[src/rtl/ring_pkg.sv]
`default_nettype none
// ---------------------------------------------------------------------------
// ring_pkg : packet field layout, traffic patterns and FSM states
// Rev 1.0
// ---------------------------------------------------------------------------
package ring_pkg;

   localparam int VALID_BIT = 48;
   localparam int TS_LSB    = 32;
   localparam int TS_W      = 16;
   localparam int SRC_LSB   = 16;
   localparam int SRC_W     = 16;
   localparam int DST_LSB   = 0;
   localparam int DST_W     = 16;

   typedef enum logic {
      PAT_COMPLEMENT = 1'b0,
      PAT_EAST       = 1'b1
   } pattern_e;

   typedef enum logic [1:0] {
      ST_IDLE  = 2'd0,
      ST_RUN   = 2'd1,
      ST_DRAIN = 2'd2,
      ST_DONE  = 2'd3
   } state_e;

   function automatic logic [DST_W-1:0] calc_dest(input int node_id,
                                                  input int num_nodes,
                                                  input int pattern);
      int d;
      if (pattern == int'(PAT_EAST))
         d = (node_id + 1) % num_nodes;
      else
         d = ~node_id & (num_nodes - 1);
      return DST_W'(d);
   endfunction

endpackage
`default_nettype wire

[src/rtl/ring_inj_fifo.sv]
`default_nettype none
// ---------------------------------------------------------------------------
// ring_inj_fifo : injection queue with registered storage, no bypass path
// Rev 1.0
// ---------------------------------------------------------------------------
module ring_inj_fifo #(
   parameter int WIDTH = 49,
   parameter int DEPTH = 4
) (
   input  logic             clk,
   input  logic             rst_n,
   input  logic             i_push,
   input  logic [WIDTH-1:0] i_data,
   input  logic             i_pop,
   output logic [WIDTH-1:0] o_head,
   output logic             o_full,
   output logic             o_empty
);

   localparam int AW = (DEPTH > 1) ? $clog2(DEPTH) : 1;
   localparam int CW = $clog2(DEPTH) + 1;

   logic [WIDTH-1:0] r_mem [DEPTH];
   logic [AW-1:0]    r_wr_ptr;
   logic [AW-1:0]    r_rd_ptr;
   logic [CW-1:0]    r_count;
   logic             w_do_push;
   logic             w_do_pop;

   // Full/empty come from the pre-edge count, so a push is refused when full
   // even if the same edge pops.
   assign o_full    = (r_count == CW'(DEPTH));
   assign o_empty   = (r_count == '0);
   assign w_do_push = i_push && !o_full;
   assign w_do_pop  = i_pop && !o_empty;
   assign o_head    = r_mem[r_rd_ptr];

   always_ff @(posedge clk or negedge rst_n) begin
      if (!rst_n) begin
         for (int i = 0; i < DEPTH; i++) r_mem[i] <= '0;
         r_wr_ptr <= '0;
         r_rd_ptr <= '0;
         r_count  <= '0;
      end else begin
         if (w_do_push) begin
            r_mem[r_wr_ptr] <= i_data;
            r_wr_ptr        <= r_wr_ptr + AW'(1);
         end
         if (w_do_pop)
            r_rd_ptr <= r_rd_ptr + AW'(1);
         if (w_do_push && !w_do_pop)
            r_count <= r_count + CW'(1);
         else if (!w_do_push && w_do_pop)
            r_count <= r_count - CW'(1);
      end
   end

endmodule
`default_nettype wire

[src/rtl/ring_traffic_gen.sv]
`default_nettype none
// ---------------------------------------------------------------------------
// ring_traffic_gen : per-node packet generator feeding a ring router's local
// port. Optional stall statistics enabled by macro RING_TGEN_STATS_EN.
// Rev 1.0
// ---------------------------------------------------------------------------
module ring_traffic_gen
   import ring_pkg::*;
#(
   parameter int NUM_NODES            = 8,
   parameter int NODE_ID              = 0,
   parameter int PACKET_SIZE          = 49,
   parameter int QUEUE_DEPTH          = 4,
   parameter int NUM_PACKETS_PER_NODE = 20,
   parameter int TRAFFIC_PATTERN      = 0
) (
   input  logic                   clk,
   input  logic                   rst_n,
   input  logic [15:0]            clk_counter,
   input  logic [15:0]            inject_clk_ref,
   input  logic                   backpressure_rd,
   output logic [PACKET_SIZE-1:0] pkt_out,
   output logic [63:0]            total_packet_sent,
   output logic [31:0]            stall_cycles,
   output logic                   done
);

   localparam int                GCW        = $clog2(NUM_PACKETS_PER_NODE + 1);
   localparam logic [GCW-1:0]    c_NUM_PKTS = GCW'(NUM_PACKETS_PER_NODE);
   localparam logic [DST_W-1:0]  c_DEST     = calc_dest(NODE_ID, NUM_NODES, TRAFFIC_PATTERN);
   localparam logic [SRC_W-1:0]  c_SRC      = SRC_W'(NODE_ID);

   state_e                  r_state;
   logic [GCW-1:0]          r_gen_cnt;
   logic                    r_done;
   logic [PACKET_SIZE-1:0]  r_pkt_out;
   logic [63:0]             r_total;
   logic [PACKET_SIZE-1:0]  w_new_pkt;
   logic [PACKET_SIZE-1:0]  w_head;
   logic                    w_full;
   logic                    w_empty;
   logic                    w_push;
   logic                    w_pop;

   always_comb begin
      w_new_pkt                    = '0;
      w_new_pkt[VALID_BIT]         = 1'b1;
      w_new_pkt[TS_LSB +: TS_W]    = clk_counter;
      w_new_pkt[SRC_LSB +: SRC_W]  = c_SRC;
      w_new_pkt[DST_LSB +: DST_W]  = c_DEST;
   end

   // A slot that finds the queue full is simply lost; the next slot retries.
   assign w_push = (r_state == ST_RUN) && (inject_clk_ref == 16'd0) &&
                   (r_gen_cnt < c_NUM_PKTS) && !w_full;
   assign w_pop  = !w_empty && !backpressure_rd;

   ring_inj_fifo #(
      .WIDTH (PACKET_SIZE),
      .DEPTH (QUEUE_DEPTH)
   ) u_fifo (
      .clk     (clk),
      .rst_n   (rst_n),
      .i_push  (w_push),
      .i_data  (w_new_pkt),
      .i_pop   (w_pop),
      .o_head  (w_head),
      .o_full  (w_full),
      .o_empty (w_empty)
   );

   always_ff @(posedge clk or negedge rst_n) begin
      if (!rst_n) begin
         r_state   <= ST_IDLE;
         r_gen_cnt <= '0;
         r_done    <= 1'b0;
      end else begin
         if (w_push)
            r_gen_cnt <= r_gen_cnt + GCW'(1);
         case (r_state)
            ST_IDLE:  r_state <= ST_RUN;
            ST_RUN:   if (r_gen_cnt == c_NUM_PKTS) r_state <= ST_DRAIN;
            ST_DRAIN: if (w_empty) begin
                         r_state <= ST_DONE;
                         r_done  <= 1'b1;
                      end
            default:  r_state <= r_state;
         endcase
      end
   end

   always_ff @(posedge clk or negedge rst_n) begin
      if (!rst_n) begin
         r_pkt_out <= '0;
         r_total   <= '0;
      end else if (w_pop) begin
         r_pkt_out <= w_head;
         r_total   <= r_total + 64'd1;
      end else begin
         r_pkt_out <= '0;
      end
   end

`ifdef RING_TGEN_STATS_EN
   logic [31:0] r_stall_cycles;

   always_ff @(posedge clk or negedge rst_n) begin
      if (!rst_n)
         r_stall_cycles <= '0;
      else if (!w_empty && backpressure_rd && (r_stall_cycles != '1))
         r_stall_cycles <= r_stall_cycles + 32'd1;
   end

   assign stall_cycles = r_stall_cycles;
`else
   assign stall_cycles = '0;
`endif

   assign pkt_out           = r_pkt_out;
   assign total_packet_sent = r_total;
   assign done              = r_done;

endmodule
`default_nettype wire

[config.mk]
export PLATFORM = sky130hd
export DESIGN_NAME = ring_traffic_gen
export DESIGN_NICKNAME = d
export VERILOG_FILES = /design/src/rtl/ring_pkg.sv /design/src/rtl/ring_inj_fifo.sv /design/src/rtl/ring_traffic_gen.sv
export SDC_FILE = /design/constraint.sdc
export NUM_CORES = 1
export LEC_CHECK = 0
export ABC_AREA = 1
export ABC_CLOCK_PERIOD_IN_PS = 3100
export BUFFER_PORTS_ARGS = -buffer_cell sky130_fd_sc_hd__buf_4
export CAP_MARGIN = 5
export CORE_MARGIN = 4
export CORE_UTILIZATION = 50
export CTS_CLUSTER_SIZE = 30
export DETAILED_ROUTE_END_ITERATION = 6
export GPL_ROUTABILITY_DRIVEN = 0
export HOLD_SLACK_MARGIN = 0.1
export PLACE_DENSITY = 0.72
export SETUP_SLACK_MARGIN = 0.2
export SLEW_MARGIN = 20
export SYNTH_ARGS = -nofsm -noshare
export SYNTH_HDL_FRONTEND = slang
export SYNTH_HIERARCHICAL = 1
export SYNTH_SLANG_ARGS = --single-unit
[constraint.sdc]
create_clock -name clk -period 3.1 [get_ports clk]
set_clock_uncertainty 0.1 [all_clocks]
set_input_delay 0.465 -clock clk [delete_from_list [all_inputs] [get_ports clk]]
set_output_delay 0.465 -clock clk [all_outputs]
set_load 0.005 [all_outputs]
After elaboration in Yosys (flattened, before gate mapping)

Cells that the tools add are included.

Flip-flop bits (word level): 324
Input bits: 35
Output and inout port bits: 146
Word-level logic and storage cells: 63

Add/subtract/negate cells: 6
$lt $le $gt $ge: 4
Equality and inequality tests: 6
Muxes and demuxes: 12
Bitwise logic cells: 2
Reductions and logical operators: 21

Operators by type and width:

| cell                                                                          | number |
|---|---|
| 196-bit bitwise mux                                                           | 1 |
| 49-bit two-way mux                                                            | 4 |
| 49-bit binary-select mux with 2-bit select                                    | 1 |
| 49-bit demux with 2-bit select                                                | 1 |
| 64-bit by 1-bit adder with 64-bit output (second input constant)              | 1 |
| 16-bit zero test                                                              | 1 |
| 1-bit logical AND                                                             | 9 |
| 3-bit greater-or-equal comparator (second input constant)                     | 2 |
| 3-bit two-way mux                                                             | 2 |
| 2-bit inverter with 3-bit output                                              | 2 |
| 2-bit case mux with 3 select lines                                            | 1 |
| 5-bit by 1-bit adder with 5-bit output (second input constant)                | 1 |
| 5-bit equality test (second input constant)                                   | 1 |
| 1-bit zero test                                                               | 5 |
| 5-bit less-than comparator (second input constant)                            | 1 |
| 2-bit by 1-bit adder with 2-bit output (second input constant)                | 2 |
| 2-bit two-way mux                                                             | 2 |
| 2-bit by 1-bit inequality test with 1-bit output (second input constant)      | 2 |
| 3-bit by 1-bit adder with 3-bit output (second input constant)                | 1 |
| 3-bit equality test (second input constant)                                   | 1 |
| 3-bit zero test                                                               | 1 |
| 3-bit by 1-bit less-than comparator with 1-bit output (second input constant) | 1 |
| 3-bit AND reduction                                                           | 1 |
| 3-bit nonzero test                                                            | 1 |
| 6 further kinds                                                               | 6 |

Depth between registers and ports, before layout

Depth after elaboration: 9
Depth in mapped cells: 21
Depth with buffers taken out: 16

Hierarchy

Netlist, hierarchy kept.

Modules (own cells, without submodules):

| module           | times used | cells an instance | area an instance (µm²) | sequential area each (µm²) |
|---|---|---|---|---|
| ring_inj_fifo    | 1          | 1255              | 9975.8                 | 5079.9 |
| ring_traffic_gen | 1          | 757               | 6268.5                 | 3027.9 |

Worst setup path before layout

OpenSTA, ideal clock, no wires.

Path type: register to register
Start: register u_fifo.r_count[0]
End: register u_fifo.r_count[2]
Setup time: 0.117 ns
Data arrival time: 2.737 ns
Required time: 2.883 ns
Slack: 0.146 ns
Cell stages (with the launch flop): 21
Path buffers: 5
Clock period less this slack: 2.954 ns
Cell sequence: dfrtp_1 nor2_2 nand2_2 buf_4 buf_6 buf_4 inv_1 nor4_1 nand3_1 nor2_1 buf_4 buf_2 nand2_1 inv_1 ha_1 inv_1 fa_1 nand2_1 nand3_1 nand2_1 nand2_1

Word-level cells in the longest chain between the ends: 7
Elaborated cells on any way between the ends: 17
Classes of those cells: 2 x add/sub; 1 x eq/ne; 2 x mux; 12 x reduce/logical

RTL lines:

| element                             | RTL line               | RTL |
|---|---|---|
| start, declared                     | ring_inj_fifo.sv:26    | `logic [CW-1:0] r_count;` |
| start signal, assigned              | ring_inj_fifo.sv:52    | `r_count <= r_count + CW'(1);` |
| start signal, assigned              | ring_inj_fifo.sv:54    | `r_count <= r_count - CW'(1);` |
| 3-bit equality test (*)             | ring_inj_fifo.sv:32    | `assign o_full = (r_count == CW'(DEPTH));` |
| via w_full                          | ring_traffic_gen.sv:40 | `logic w_full;` |
| 1-bit zero test (*)                 | ring_traffic_gen.sv:55 | `(r_gen_cnt < c_NUM_PKTS) && !w_full;` |
| 1-bit logical AND (*)               | ring_traffic_gen.sv:55 |  |
| via w_push                          | ring_traffic_gen.sv:42 | `logic w_push;` |
| 1-bit logical AND (*)               | ring_inj_fifo.sv:34    | `assign w_do_push = i_push && !o_full;` |
| via u_fifo.w_do_push                | ring_inj_fifo.sv:27    | `logic w_do_push;` |
| 1-bit zero test                     | ring_inj_fifo.sv:53    | `else if (!w_do_push && w_do_pop)` |
| 1-bit logical AND                   | ring_inj_fifo.sv:53    |  |
| 2-bit nonzero test (no source line) | n/a                    |  |

Mark *: on every way through the listed nets, which the timed path passes. The rest lies on a longest branch. The select of a mux whose other input is x is not followed.
A chain may end at the register's enable or synchronous reset.

Worst setup path in the final report

Start: register u_fifo.r_count[0]
End: register u_fifo/r_mem[190] in the netlist's numbering

Word-level cells in the longest chain between the ends: 4

RTL lines:

| element                       | RTL line                                    | RTL |
|---|---|---|
| 3-bit equality test (*)       | ring_inj_fifo.sv:32                         |  |
| 1-bit zero test (*)           | ring_inj_fifo.sv:34, ring_traffic_gen.sv:55 |  |
| 1-bit logical AND             | ring_traffic_gen.sv:55                      |  |
| 1-bit logical AND (*)         | ring_inj_fifo.sv:34                         |  |
| end signal, assigned by index | ring_inj_fifo.sv:46                         | `r_mem[r_wr_ptr] <= i_data;` |
| end, declared                 | ring_inj_fifo.sv:23                         | `logic [WIDTH-1:0] r_mem [DEPTH];` |

Every way passes the cells marked *; elsewhere a longest branch is shown, timed or not.

==> impl_metrics.tcl <==
set metrics [dict create \
    cts.sinks 324 \
    synthCells 2012 \
    areaGrowthSynthToFinish_pct 17.43 \
    cts_buffer_depth 3 \
    dieHeight_um 188.2 \
    hold_viol 0 \
    final_cell_area_um2 19080 \
    cp.arrival_ps 2930 \
    core-area_um2 31800 \
    hold_path_depth 3 \
    hp-class "input port to flip-flop" \
    ir_drop_v 0.0003407 \
    grt_antenna_before_repair 4 \
    ys_warn_count 6 \
    first_pass_iters 5 \
    wl_per_cell_um 15.25 \
    tightestPinTransition_ps 1102 \
    grt_max_degree 107 \
    synth-edff-count 0 \
    dp_hpwl_um 25550 \
    cts_hold_buffers 1 \
    yosysUniqueCellTypes 35 \
    critical-path-slowest-cell "buf_4" \
    vias 14080 \
    fin_tns_setup_ps 0 \
    hold-path-endpoint "u_fifo/r_mem[34]" \
    yosys-mux-area-fraction_pct 0 \
    layout.nets 2280 \
    synthFlopType "dfrtp_1" \
    dr.first_iter.drc_count 1257 \
    rows 65 \
    min_from "clk_counter[2]" \
    setup_viol 0 \
    grt_first_pass_wirelength_um 68860 \
    synth-xor-area-share_pct 2.588 \
    crit_required_ps 3390 \
    slowest_delay_ps 720 \
    die_w_um 188.2 \
    io_pins 181 \
    grt_util_all_layers_pct 22.91 \
    synth_area_per_cell_um2 8.074 \
    r2r_setup_slack_ps 460 \
    start_util_pct 51.08 \
    gr-total-overflow 0 \
    synth_top_family_by_area "simple AND/OR/NAND/NOR gates" \
    synth_top_area_cell "dfrtp_1" \
    via_per_inst 5.230 \
    startpoint_type "flip-flop" \
    postRouteAntennaNets 0 \
    cts_max_level 2 \
    cts_tree "done" \
    synth-seq-area-share_pct 49.91 \
    synth_area_leaders "dfrtp_1 50%, nand2_1 13%, nand4_1 8.4%" \
    post_cts_buffers 0 \
    netlist_area_um2 16240 \
    drc_errors 0 \
    cts_root_buf "clkbuf_16" \
    r2r_start "u_fifo/r_count[0]" \
    period_share_pct 85.02 \
    n_fill_cell 2884 \
    r2r_cells 7 \
    synth.most_common_cell "nand2_1" \
    slew_headroom_pct 26.53 \
    wirelength_um 41050 \
    first_global_vias 13710 \
    maxSlewViolCount 0 \
    crit_fanout 95 \
    clkSlewWorstSetupHoldPaths_ps 60 \
    power_density_nw_per_um2 441.9 \
    postSynth.asyncResetShare_pct 100.0 \
    placed_area_um2 17970 \
    ys_ff_latch 324 \
    path_class "flip-flop to flip-flop" \
    cts_buffers 36 \
    worstSetupEndpointType "flip-flop" \
    fin_crit_ps 2636 \
    die_area_um2 35440 \
    ctsResizeCount 0 \
    crit_chain "nor2_2 > nand2_8 > buf_4 > nand3_2 > buf_4 > nand2_1 > nand2_1" \
    synth_fa_ha_area_share_pct 0.9705 \
    clk_latency_ps 510 \
    synth_top_area_share_pct 49.91 \
    clock.fmax_mhz 379.4 \
    outcome "finished clean" \
    portBuffers 148 \
    synth-simple-area-share_pct 32.77 \
    p_leak_nw 9.750 \
    maxCapViolations 0 \
    r2r-end "u_fifo/r_mem[190]" \
    rsz0062_at_grt "no" \
    synth_compound_area_share_pct 4.930 \
    synthTopCellsByCount "554 x nand2_1, 324 x dfrtp_1, 274 x nor2_1" \
    layout-drive-gt1-share_pct 13.30 \
]
-- sequential cells by signal (all words and copies together), names as in the netlist --
register,flops
r_state,2
done,1
total_packet_sent,64
u_fifo/r_mem,196
pkt_out,49
r_gen_cnt,5
u_fifo/r_wr_ptr,2
u_fifo/r_count,3
u_fifo/r_rd_ptr,2
-- per-layer routing --
metal / track usage [%] / routed length [um] / vias up
met2: 37.38 / 19500 / 416
met5: 0 / 27 / -
li1: - / - / 6791
met4: 7.820 / 1086 / 4
met3: 3.353 / 2394 / 83
met1: 31.64 / 18050 / 6785
-- critical path: cells and delay by family (launching register included) --
| kind | cells | cell delay, ps |
|---|---|---|
| simple gates | 5 | 850 |
| buf+inv | 2 | 1130 |
| flops | 1 | 420 |
-- cells in the final DEF (no fill, tap or decap), drive strengths merged, types with 11 or more instances in the layout --
cell and instances:
nand2 571, dfrtp 324, nor2 303, nand4 217, buf 177, conb 164, o21ai 155, inv 141
clkbuf 54, nand3 48, xor2 30, nor3 20, xnor2 18, ha 11
-- area by class of cell --
class	instances	area (um2)	share of cell area, %
timing repair buffer	178	1434	7.517
clock inverter	6	43.79	0.2296
antenna	2	5.005	0.02624
clock buffer	54	1050	5.503
tap	435	544.3	2.853
multi-input combinational	1555	7370	38.63
inverter	138	518.0	2.715
sequential	324	8112	42.52
-- metrics by stage --
stage | cells | utilization (%) | hold WS (ps) | total power [W] | setup slack (ps)
after CTS | 2690 | 59.97 | 121.6 | 0.008527 | 422.5
after detailed placement | 2629 | 56.50 | 352.9 | 0.004500 | 438.9
final | 2692 | 59.99 | 137.4 | 0.008430 | 464.3
after floorplan | 2174 | - | 69.41 | 0.004375 | 222.8
after global routing | 2692 | 59.99 | 132.8 | 0.008739 | 257.0
after global placement | 2629 | 56.50 | 347.7 | 0.004497 | 463.1
-- worst max-delay path by stage --
| stage | start | to | slack (ps) | cells after the start |
|---|---|---|---|---|
| global placement | u_fifo/r_count[0] | u_fifo/r_mem[151] | 460 | 7 |
| CTS | u_fifo/r_count[0] | u_fifo/r_mem[190] | 420 | 7 |
| global route | u_fifo/r_count[0] | u_fifo/r_mem[175] | 260 | 7 |
| detailed placement | u_fifo/r_count[0] | u_fifo/r_mem[169] | 440 | 7 |
| floorplan | u_fifo/r_count[0] | u_fifo/r_count[2] | 220 | 20 |
| finish | u_fifo/r_count[0] | u_fifo/r_mem[190] | 460 | 7 |
-- cell families (layout without fill, tap and decap cells) --
kind of cell    after synthesis  after routing
buf+inv                     295            376
other cells                   2            166
simple gates               1172           1172
compound gates              159            159
xor+xnor                     48             48
fa+ha+maj                    12             12
flops                       324            324
-- report_power, final --
group	switching, W	internal, W
clock network	0.00167	0.00234
registers	0.00000388	0.00423
logic	0.000136	0.0000484
No activity file was read; power rests on OpenSTA's default activity.
